--- src/rtl/sup_counter_sched.sv ---
// Round-robin scheduler sharing one signed, range-guarded up/down counter among N_REQ requesters.
// Each operation is granted in IDLE, executed in EXEC and reported in RESP; the companion checker guards invariants.
module sup_counter_sched #(
  parameter int N_REQ = 4,
  parameter int WIDTH = 8,
  parameter int LIMIT = 127,
  localparam int IDW  = (N_REQ > 1) ? $clog2(N_REQ) : 1
) (
  input  logic                   clk,
  input  logic                   rst,
  input  logic [N_REQ-1:0]       req,
  input  logic [2*N_REQ-1:0]     op,
  input  logic [WIDTH*N_REQ-1:0] opnd,
  output logic [N_REQ-1:0]       gnt,
  output logic                   busy,
  output logic [WIDTH-1:0]       q,
  output logic                   done,
  output logic [IDW-1:0]         done_id,
  output logic                   rej,
  output logic [7:0]             rej_cnt
);

  localparam logic [1:0] S_IDLE = 2'd0;
  localparam logic [1:0] S_EXEC = 2'd1;
  localparam logic [1:0] S_RESP = 2'd2;

  localparam logic [1:0] OP_NOP  = 2'b00;
  localparam logic [1:0] OP_UP   = 2'b01;
  localparam logic [1:0] OP_DOWN = 2'b10;
  localparam logic [1:0] OP_LOAD = 2'b11;

  // Range bounds carried in the two-bit-wider candidate domain so overflow never wraps.
  localparam logic signed [WIDTH+1:0] LIM_P = (WIDTH+2)'(LIMIT);
  localparam logic signed [WIDTH+1:0] LIM_N = -LIM_P;

  logic [1:0]       state_q, state_d;
  logic [IDW-1:0]   ptr_q, ptr_d;
  logic [IDW-1:0]   id_q, id_d;
  logic [1:0]       op_q, op_d;
  logic [WIDTH-1:0] opnd_q, opnd_d;
  logic [N_REQ-1:0] gnt_q, gnt_d;
  logic [WIDTH-1:0] cnt_q, cnt_d;
  logic             done_q, done_d;
  logic [IDW-1:0]   done_id_q, done_id_d;
  logic             rej_q, rej_d;
  logic [7:0]       rej_cnt_q, rej_cnt_d;

  logic                    win_found_s;
  logic [IDW-1:0]          win_id_s;
  logic [IDW-1:0]          cand_id_s;
  logic [1:0]              win_op_s;
  logic [WIDTH-1:0]        win_opnd_s;
  logic [IDW-1:0]          ptr_next_s;
  logic signed [WIDTH+1:0] q_ext_s;
  logic signed [WIDTH+1:0] d_ext_s;
  logic signed [WIDTH+1:0] cand_s;
  logic                    in_range_s;

  // Cyclic search for the first pending requester at or after the pointer.
  always_comb begin
    win_found_s = 1'b0;
    win_id_s    = '0;
    cand_id_s   = '0;
    for (int k = 0; k < N_REQ; k++) begin
      cand_id_s = IDW'((int'(ptr_q) + k) % N_REQ);
      if (!win_found_s && req[cand_id_s]) begin
        win_found_s = 1'b1;
        win_id_s    = cand_id_s;
      end else begin
        win_found_s = win_found_s;
      end
    end
  end

  // Pick the winner's opcode/operand slices and the pointer value that follows it.
  always_comb begin
    win_op_s   = OP_NOP;
    win_opnd_s = '0;
    for (int k = 0; k < N_REQ; k++) begin
      if (IDW'(k) == win_id_s) begin
        win_op_s   = op[2*k +: 2];
        win_opnd_s = opnd[WIDTH*k +: WIDTH];
      end else begin
        win_op_s   = win_op_s;
      end
    end
    if (win_id_s == IDW'(N_REQ - 1)) begin
      ptr_next_s = '0;
    end else begin
      ptr_next_s = win_id_s + IDW'(1);
    end
  end

  // Candidate result in WIDTH+2 bits, then the symmetric range check.
  always_comb begin
    q_ext_s = {{2{cnt_q[WIDTH-1]}}, cnt_q};
    d_ext_s = {{2{opnd_q[WIDTH-1]}}, opnd_q};
    case (op_q)
      OP_UP:   cand_s = q_ext_s + d_ext_s;
      OP_DOWN: cand_s = q_ext_s - d_ext_s;
      OP_LOAD: cand_s = d_ext_s;
      default: cand_s = q_ext_s;
    endcase
    in_range_s = (cand_s <= LIM_P) && (cand_s >= LIM_N);
  end

  // Scheduler FSM next-state and output-register next values.
  always_comb begin
    state_d   = state_q;
    ptr_d     = ptr_q;
    id_d      = id_q;
    op_d      = op_q;
    opnd_d    = opnd_q;
    gnt_d     = '0;
    cnt_d     = cnt_q;
    done_d    = 1'b0;
    done_id_d = done_id_q;
    rej_d     = rej_q;
    rej_cnt_d = rej_cnt_q;
    case (state_q)
      S_IDLE: begin
        if (win_found_s) begin
          state_d = S_EXEC;
          gnt_d   = N_REQ'(1) << win_id_s;
          id_d    = win_id_s;
          op_d    = win_op_s;
          opnd_d  = win_opnd_s;
          ptr_d   = ptr_next_s;
        end else begin
          state_d = S_IDLE;
        end
      end
      S_EXEC: begin
        if (op_q == OP_NOP) begin
          rej_d = 1'b0;
        end else if (in_range_s) begin
          cnt_d = cand_s[WIDTH-1:0];
          rej_d = 1'b0;
        end else begin
          rej_d = 1'b1;
        end
        done_d    = 1'b1;
        done_id_d = id_q;
        state_d   = S_RESP;
      end
      S_RESP: begin
        if (rej_q && (rej_cnt_q != 8'hFF)) begin
          rej_cnt_d = rej_cnt_q + 8'd1;
        end else begin
          rej_cnt_d = rej_cnt_q;
        end
        state_d = S_IDLE;
      end
      default: begin
        state_d = S_IDLE;
      end
    endcase
  end

  // State and output registers; reset discards any operation in flight.
  always_ff @(posedge clk or negedge rst) begin
    if (!rst) begin
      state_q   <= S_IDLE;
      ptr_q     <= '0;
      id_q      <= '0;
      op_q      <= OP_NOP;
      opnd_q    <= '0;
      gnt_q     <= '0;
      cnt_q     <= '0;
      done_q    <= 1'b0;
      done_id_q <= '0;
      rej_q     <= 1'b0;
      rej_cnt_q <= 8'd0;
    end else begin
      state_q   <= state_d;
      ptr_q     <= ptr_d;
      id_q      <= id_d;
      op_q      <= op_d;
      opnd_q    <= opnd_d;
      gnt_q     <= gnt_d;
      cnt_q     <= cnt_d;
      done_q    <= done_d;
      done_id_q <= done_id_d;
      rej_q     <= rej_d;
      rej_cnt_q <= rej_cnt_d;
    end
  end

  assign gnt     = gnt_q;
  assign busy    = (state_q != S_IDLE);
  assign q       = cnt_q;
  assign done    = done_q;
  assign done_id = done_id_q;
  assign rej     = rej_q;
  assign rej_cnt = rej_cnt_q;

  sup_counter_sched_chk #(
    .N_REQ (N_REQ),
    .WIDTH (WIDTH),
    .LIMIT (LIMIT)
  ) u_chk (
    .clk  (clk),
    .rst  (rst),
    .gnt  (gnt_q),
    .busy (busy),
    .done (done_q),
    .q    (cnt_q)
  );

endmodule

// Invariant checker: grant is at most one-hot, done never overlaps a grant, counter stays in range.
module sup_counter_sched_chk #(
  parameter int N_REQ = 4,
  parameter int WIDTH = 8,
  parameter int LIMIT = 127
) (
  input logic             clk,
  input logic             rst,
  input logic [N_REQ-1:0] gnt,
  input logic             busy,
  input logic             done,
  input logic [WIDTH-1:0] q
);

  localparam logic signed [WIDTH+1:0] LIM_P = (WIDTH+2)'(LIMIT);
  localparam logic signed [WIDTH+1:0] LIM_N = -LIM_P;

  logic signed [WIDTH+1:0] q_ext_s;

  assign q_ext_s = {{2{q[WIDTH-1]}}, q};

  // Sampled every active edge outside reset.
  always @(posedge clk) begin
    if (rst) begin
      a_gnt_onehot: assert ($onehot0(gnt));
      a_done_no_gnt: assert (!(done && (gnt != '0)));
      a_done_busy: assert (!done || busy);
      a_q_range: assert ((q_ext_s <= LIM_P) && (q_ext_s >= LIM_N));
    end
  end

endmodule

--- config.mk ---
export PLATFORM = sky130hd
export DESIGN_NAME = sup_counter_sched
export DESIGN_NICKNAME = d
export VERILOG_FILES = /design/src/rtl/sup_counter_sched.sv
export SDC_FILE = /design/constraint.sdc
export NUM_CORES = 1
export LEC_CHECK = 0
export ABC_AREA = 1
export ABC_CLOCK_PERIOD_IN_PS = 7650
export CORE_ASPECT_RATIO = 0.9
export CORE_MARGIN = 1
export CORE_UTILIZATION = 55
export CTS_BUF_LIST = sky130_fd_sc_hd__clkbuf_4 sky130_fd_sc_hd__clkbuf_8 sky130_fd_sc_hd__clkbuf_16
export DETAILED_ROUTE_END_ITERATION = 16
export GPL_ROUTABILITY_DRIVEN = 0
export GPL_TIMING_DRIVEN = 0
export HOLD_SLACK_MARGIN = 0.05
export PLACE_DENSITY_LB_ADDON = 0.08
export SLEW_MARGIN = 20
export SYNTH_ARGS = -nofsm -noshare
export SYNTH_HDL_FRONTEND = slang
export SYNTH_SLANG_ARGS = --single-unit
--- constraint.sdc ---
create_clock -name clk -period 7.65 [get_ports clk]
set_input_delay 1.1475 -clock clk [delete_from_list [all_inputs] [get_ports clk]]
set_output_delay 1.1475 -clock clk [all_outputs]
set_load 0.01 [all_outputs]
==> results.cfg, run 1 <==
[clock_network]
max-clock-path-buffers = 2
cts-root-buf = clkbuf_8
clock_latency_ns = 0.30
postCtsHoldBufs = 0
post_cts_resized = 0
numCtsBuffers = 5
cts_max_level = 2
cts_tree = yes
clkSlewWorstSetupHoldPaths_ns = 0.09
clock-sinks = 39
cts_setup_buffers = 0

[detailed_routing]
dr.first_iter.drc_count = 165
drcViolationCount = 0
vias_per_cell = 5.41
num_vias = 3047
wl_per_cell_um = 14.1
drtPass1Iterations = 5
routed_wl_um = 7920
final_antenna_net_count = 0

[flow_run]
cap_violations = 0

[sta]
max_slew.worst_pin.slew_ns = 0.740
setup_viol = 0
skew_ns = 0.00731
setup_ws_ns = 4.02
tns_ns = 0
fmax_mhz = 276
finalHoldViolCount = 0
drv_slew = 0
rsz0062_at_grt = no
slew_headroom_pct = 50.5
period_minus_slack_ns = 3.63
fin_crit_sh_pct = 47.4

[layout]
layout-drive-gt1-share_pct = 10.1
area_delta_synth_final_pct = 31.2
fin_area_sq_um = 3950
nFillCells = 428
post-route-util_pct = 75.2
nets = 559
n_antenna_cell = 0

[worst_setup_path]
start_kind = input pin
crit_fanout = 10
critPathCaptureType = register
r2r_start = op_q[0]
critPathKind = in -> reg
required_ns = 7.87
critPathLaunch = req[2]
arrival_ns = 3.85

[floorplanning]
start_util_pct = 57.3
dieArea_sq_um = 5780
ios = 71
die_y_um = 72.2
core_region_area_sq_um = 5260
fp-row-count = 25
fp.dieW_um = 80.0

[global_route]
grt_max_degree = 30
grt_pass1_wl_um = 13700
antenna_found_initial = 0
grt_pass1_vias = 2987
grt_overflow_total = 0
grt.total_usage_pct = 30.1

[placement]
dp_hpwl_um = 6050
dpl_cell_area_sq_um = 3810
place_ws_ns = 3.71
io_buffers = 70

[synthesis]
yosysTopAreaCell = dfrtp_1
synthTopCellsByArea = dfrtp_1, nand2_1, ha_1
syn_inst = 417
avgSynthCellArea_sq_um = 7.23
synth_top_area_share_pct = 32.4
synth-seq-area-share_pct = 32.4
yosysWarnings = 0
synth-seq-cells = 39
syn-num-nets = 481
netlist_area_sq_um = 3010
synth_cell_types = 38

[run_status]
status = completed

[worst_hold_path]
worstHoldPathType = reg -> reg
hold_start = id_q[0]
==> cell usage after synthesis <==
library cell and n:
o2111ai_1 1, inv_4 1, xor2_1 9, nand2_2 4
o21ai_0 14, nand2_4 3, o21a_1 1, buf_6 3
buf_4 1, or2_2 3, nand3_1 32, nor3_1 2
inv_2 4, nand3_2 1, a21oi_2 1, o221ai_2 6
nor2_4 1, ha_1 17, nand4_1 13, o21ai_1 9
or2_4 1, nand3b_1 3, dfrtp_1 39, nand2_1 122
nor2_1 28, o21ai_2 2, clkbuf_1 7, buf_2 3
fa_1 1, o211ai_2 4, a22oi_1 1, mux2_2 1
o31ai_1 1, a21oi_1 23, nand4_2 1, o22ai_1 1
xnor2_1 4, inv_1 49
==> cells by family after synthesis <==
| family | share of synthesized area [%] |
|---|---|
| and+or+nand+nor | 31.8 |
| AOI/OAI and AO/OA | 14.4 |
| muxes | 0.374 |
| buffers and inverters | 9.55 |
| adders and majority gates | 7.72 |
| DFF | 32.4 |
| xor gates and xnor gates | 3.78 |
==> sequential cells by signal, summed over array words and instances, names as in the netlist <==
| register | cells |
|---|---|
| state_q | 1 |
| op_q | 2 |
| gnt | 4 |
| done_id | 2 |
| ptr_q | 2 |
| done | 1 |
| rej_cnt | 8 |
| id_q | 2 |
| q | 8 |
| rej | 1 |
| opnd_q | 8 |
==> routing by layer <==
layer	routed length [um]	track usage, %	up-vias
li1	-	-	1517
met1	3610	40.2	1421
met2	3790	49.7	96
met3	397	5.66	13
met4	126	9.33	0
met5	0	0	-
==> metrics by stage <==
stage,cells,hold slack [ns]
after floorplan,417,0.442
after global placement,554,0.465
after detailed placement,555,0.468
after CTS,563,0.489
after global routing,563,0.523
final,563,0.485
==> path summary, 6_finish.rpt <==
kind / to / slack (ns) / depth (start not counted)
max reg2reg: q[3] / 4.20 / 21
max in group asynchronous: state_q[0] / 6.47 / 2
max: opnd_q[1] / 4.02 / 19
min: done_id[0] / 0.48 / 2
min reg2reg: done_id[0] / 0.48 / 2
min in group asynchronous: gnt[3] / 0.73 / 1
==> layout by cell type (no fill, tap or decap), drive strengths merged, types with 6 or more instances in the layout <==
master / Yosys / routed
clkbuf: 7 / 12
a21oi: 24 / 24
buf: 7 / 9
nor2: 29 / 29
xor2: 9 / 9
ha: 17 / 17
nand4: 14 / 14
o21ai: 25 / 25
clkdlybuf4s50: 0 / 69
dfrtp: 39 / 39
nand3: 33 / 33
nand2: 129 / 129
o221ai: 6 / 6
inv: 54 / 55
==> layout make-up <==
class	count	area, sq um	share of cell area (%)
Multi-Input combinational cell	310	1750	44.3
Sequential cell	39	976	24.7
Timing Repair Buffer	71	716	18.1
Inverter	54	205	5.19
Tap cell	67	83.8	2.12
Buffer	14	82.6	2.09
Clock inverter	3	71.3	1.80
Clock buffer	5	68.8	1.74
==> worst max-delay path: stages <==
cell,delay [ns]
clkdlybuf4s50_1,0.45
inv_1,0.05
o21ai_1,0.16
nand2_1,0.10
nand2_2,0.11
inv_2,0.05
nand2_4,0.08
nor2_4,0.04
o21ai_1,0.11
nand2_1,0.08
nand2_1,0.15
inv_1,0.10
ha_1,0.23
inv_1,0.07
clkbuf_1,0.36
nand3_1,0.12
nand2_1,0.09
o21ai_0,0.15
o221ai_2,0.20
Power of run 1 is left out: the tool's default activity adds up to more than one toggle a clock period on the data nets, which glitch-free logic cannot reach.
==> inputs of run 2 (changes only) <==
- ABC_CLOCK_PERIOD_IN_PS: 7650 -> 3100
- CORE_UTILIZATION: 55 -> 46
- clock period: 7.65 -> 3.1 ns (I/O delays scaled with it)
==> run 2 against run 1 <==
- count of clock-buffer cells in the layout is the same
- first-iteration DRC count decreased by 23%
- routed wire length shrank 4.1%
- register-to-register slack got worse by 4.0 ns
- non-clock buffer count grew 2
- setup slack lost 3.8 ns
- die area is 19% higher
- sequential share of layout area shrank 0.89 points
- utilization fell by 9.3 points
- largest cell class unchanged
- highest routed layer unchanged
==> results.cfg, run 2 (same netlist as run 1, synthesis figures left out) <==
[floorplanning]
start_util_pct = 48.5
ios = 71
core_region_area_sq_um = 6220
dieArea_sq_um = 6880
fp-row-count = 27
die_y_um = 78.8
fp.dieW_um = 87.3

[worst_hold_path]
worstHoldPathType = reg -> reg

[sta]
setup_viol = 0
drv_slew = 0
slew_headroom_pct = 52.7
skew_ns = 0.00471
max_slew.worst_pin.slew_ns = 0.706
period_minus_slack_ns = 2.90
tns_ns = 0
finalHoldViolCount = 0
fmax_mhz = 345
fin_crit_sh_pct = 93.5

[worst_setup_path]
arrival_ns = 3.13
critPathKind = reg -> reg
required_ns = 3.34
start_kind = register
crit_fanout = 8
critPathCaptureType = register

[detailed_routing]
wl_per_cell_um = 13.0
routed_wl_um = 7600
num_vias = 3048
dr.first_iter.drc_count = 127
vias_per_cell = 5.20
drcViolationCount = 0
final_antenna_net_count = 0
drtPass1Iterations = 4

[layout]
nets = 562
n_antenna_cell = 0
final_common_cell = nand2_1
final_cell_count_no_fill = 586
mostFrequentLayoutCells = nand2_1, clkdlybuf4s50_1, inv_1, dfrtp_1, nand3_1
layout-drive-gt1-share_pct = 14.0
area_delta_synth_final_pct = 36.1

[clock_network]
clkSlewWorstSetupHoldPaths_ns = 0.09
clock_latency_ns = 0.29
cts-root-buf = clkbuf_8
numCtsBuffers = 5
cts_tree = yes
cts_max_level = 2
clock-sinks = 39
max-clock-path-buffers = 2

[placement]
dp_hpwl_um = 5770
io_buffers = 70
dp.cells = 575

[run_status]
status = completed

[global_route]
grt_pass1_wl_um = 12700
grt_pass1_vias = 2858
grt_max_degree = 33
antenna_found_initial = 0
grt.total_usage_pct = 23.4
grt_overflow_total = 0

[flow_run]
cap_violations = 0
[run 2: worst paths after layout]
kind | slack, ns | from | endpoint | cells past startpoint
setup reg to reg | 0.20 | opnd_q[1] | q[7] | 21
max in group asynchronous | 2.13 | rst | q[3] | 3
hold reg to reg | 0.50 | done_id[1] | done_id[1] | 2
min in group asynchronous | 0.55 | rst | gnt[3] | 2
hold / removal | 0.50 | done_id[1] | done_id[1] | 2
setup / recovery | 0.20 | opnd_q[1] | q[7] | 21
[run 2: timing repair]
action                                  4_1_cts  5_1_grt
gates resized for setup                       3       21
pin swaps                                     0        3
buffers inserted                              0        3
hold buffers                                  1        0
hold endpoints to repair                      7        0
gates cloned                                  0        1
endpoints found under the setup margin        9       18
[run 2: worst max-delay path, stage by stage, from the launching register on]
cell     delay [ns]
dfrtp_1        0.40
buf_4          0.14
nor3_2         0.23
nand2_1        0.12
o31ai_2        0.23
xnor2_1        0.15
inv_1          0.09
ha_4           0.29
nand2_1        0.05
nor2_1         0.09
nand2_1        0.06
nand3_1        0.09
inv_1          0.05
nand3_1        0.10
nand3_2        0.12
nand2_1        0.09
nand2_1        0.06
nand2_1        0.13
nand2_4        0.10
nand3_4        0.10
nand2_1        0.06
nand2_1        0.06
[run 2: through the flow]
stage	hold slack, ns	instance area (sq um)	setup slack, ns	utilization [%]
4_1_cts	0.503	3980	0.00497	64.0
3_5_place_dp	0.333	3840	-0.186	61.7
3_3_place_gp	0.468	3820	-0.133	61.5
6_report	0.498	4100	0.202	66.0
2_1_floorplan	0.169	3010	0.300	-
5_1_grt	0.526	4100	-0.00605	66.0
[run 2: per-layer routing]
metal  global-route usage [%]  vias up  share of wire [%]
met1                     31.6     1452                 47
li1                         -     1523                  -
met2                     38.5       65                 48
met5                        0        -                  0
met3                     5.41        8                4.1
met4                     4.10        0                1.0
[run 2: final cells by class]
class / instances / area, sq um
Fill cell: 544 / 2120
Sequential cell: 39 / 976
Clock buffer: 5 / 68.8
Buffer: 12 / 76.3
Multi-Input combinational cell: 311 / 1870
Inverter: 54 / 205
Timing Repair Buffer: 75 / 748
Tap cell: 87 / 109
Clock inverter: 3 / 47.5
Power of run 2 is left out for the same reason.
==> inputs of run 3 (changes only) <==
- ABC_CLOCK_PERIOD_IN_PS: 3100 -> 2600
- CTS_CLUSTER_SIZE: default -> 14
- clock period: 3.1 -> 2.6 ns (I/O delays scaled with it)
==> run 3 against run 2 <==
- the flow now finishes with violations (negative setup slack)
- critical path depth did not move
- highest routed layer unchanged
- hold slack worse by 0.021 ns
- first-iteration DRC count up 38%
- register-to-register slack worse by 0.52 ns
- clock skew rose by 0.0070 ns
- setup slack got worse by 0.52 ns
- via count grew 8.6%
- count of clock-buffer cells in the layout stayed put
- global-route usage increased by 2.4 points
- routed wire length rose by 24%
- flip-flop and latch count unchanged
==> results.cfg, run 3 (same netlist as run 1, synthesis figures left out) <==
[sta]
drv_slew = 0
max_slew.worst_pin.slew_ns = 0.733
tns_ns = -2.68
setup_viol = 9
fmax_mhz = 343
finalHoldViolCount = 0
slew_headroom_pct = 51.0
rsz0062_at_grt = yes
period_minus_slack_ns = 2.92
fin_crit_sh_pct = 112
setup_ws_ns = -0.316
skew_ns = 0.0117

[detailed_routing]
routed_wl_um = 9410
dr.first_iter.drc_count = 175
vias_per_cell = 5.32
num_vias = 3310
drcViolationCount = 0
drtPass1Iterations = 4
final_antenna_net_count = 0
wl_per_cell_um = 15.1

[global_route]
antenna_found_initial = 0
grt.total_usage_pct = 25.8
grt_pass1_vias = 3151
grt_pass1_wl_um = 13900
grt_overflow_total = 0
grt_max_degree = 28

[worst_setup_path]
start_kind = register
critPathKind = reg -> reg
required_ns = 2.79
critPathCaptureType = register
arrival_ns = 3.11
crit_fanout = 8

[clock_network]
clkSlewWorstSetupHoldPaths_ns = 0.09
numCtsBuffers = 5
cts_max_level = 2
clock_latency_ns = 0.30
cts_tree = yes
max-clock-path-buffers = 2
cts-root-buf = clkbuf_8
clock-sinks = 39

[run_status]
status = finished, violations left
violations = negative setup slack

[floorplanning]
fp.dieW_um = 87.3
die_y_um = 78.8
core_region_area_sq_um = 6220
dieArea_sq_um = 6880
start_util_pct = 48.5
ios = 71
fp-row-count = 27

[layout]
nFillCells = 482
final_common_cell = nand2_1
mostFrequentLayoutCells = nand2_1, clkdlybuf4s50_1, inv_1, buf_4, dfrtp_1
n_antenna_cell = 0
layout-drive-gt1-share_pct = 33.1
area_delta_synth_final_pct = 54.2
nets = 598

[placement]
place_ws_ns = -0.555
dp_hpwl_um = 5980
io_buffers = 70

[worst_hold_path]
worstHoldPathType = reg -> reg

[flow_run]
cap_violations = 0
run 3: cell types whose count changed in the layout (fill, tap and decap cells not counted), sizes merged:
cell      previous run  this run
bufinv               1         0
clkbuf              10         6
buf                 12        51
clkinvlp             0         2
inv                 55        54
nand4               14        15
run 3: routing by layer:
layer	GRT usage, %	vias to the layer above	part of all wire, %
li1	-	1601	-
met1	33.7	1584	43
met2	43.5	103	50
met3	4.89	22	5.3
met4	7.38	0	2.2
met5	0	-	0
run 3: cell type report:
cell class | count | area [sq um] | share of cell area [%]
Clock buffer | 5 | 68.8 | 1.48
Tap cell | 87 | 109 | 2.34
Sequential cell | 39 | 980 | 21.1
Clock inverter | 3 | 20.0 | 0.431
Inverter | 54 | 208 | 4.47
Multi-Input combinational cell | 312 | 2130 | 46.0
Timing Repair Buffer | 108 | 1010 | 21.8
Buffer | 14 | 114 | 2.45
run 3: critical path, stage by stage, from the launching register on:
cell	delay (ns)
dfrtp_1	0.41
inv_2	0.09
ha_4	0.13
inv_2	0.04
nor2_4	0.13
inv_2	0.06
a22oi_2	0.15
ha_1	0.29
buf_4	0.16
buf_4	0.14
a21oi_1	0.16
o21ai_1	0.10
a21oi_2	0.18
nor2_1	0.06
nand2_1	0.07
nor2_2	0.05
nand3_2	0.07
nand2_2	0.08
nand2_4	0.11
nand3_4	0.15
nand2_2	0.12
nand2_1	0.05
run 3: per-stage QoR:
stage	hold WS, ns	cell area [sq um]	utilization (%)	instances
3_3_place_gp	0.465	3850	62.0	574
6_report	0.477	4640	74.7	622
3_5_place_dp	0.312	3870	62.3	575
2_1_floorplan	0.0944	3050	-	417
4_1_cts	0.483	4290	68.9	601
5_1_grt	0.513	4640	74.7	622
run 3: final timing paths:
kind                              endpoint       from  cells after the start  slack, ns
worst max register to register        q[5]  opnd_q[0]                     21      -0.32
min in group asynchronous          op_q[0]        rst                      2       0.52
worst min register to register  done_id[0]    id_q[0]                      2       0.48
worst min-delay path            done_id[0]    id_q[0]                      2       0.48
max in group asynchronous         ptr_q[0]        rst                      3       1.60
worst max-delay path                  q[5]  opnd_q[0]                     21      -0.32
run 3: what timing repair did:
item,CTS,global route
endpoints found under the hold margin,12,0
setup endpoints to repair,19,19
pin swaps,23,44
resized for setup,54,70
hold buffers,1,0
setup buffers,15,21
gates cloned,2,0
Power of run 3 is left out for the same reason.
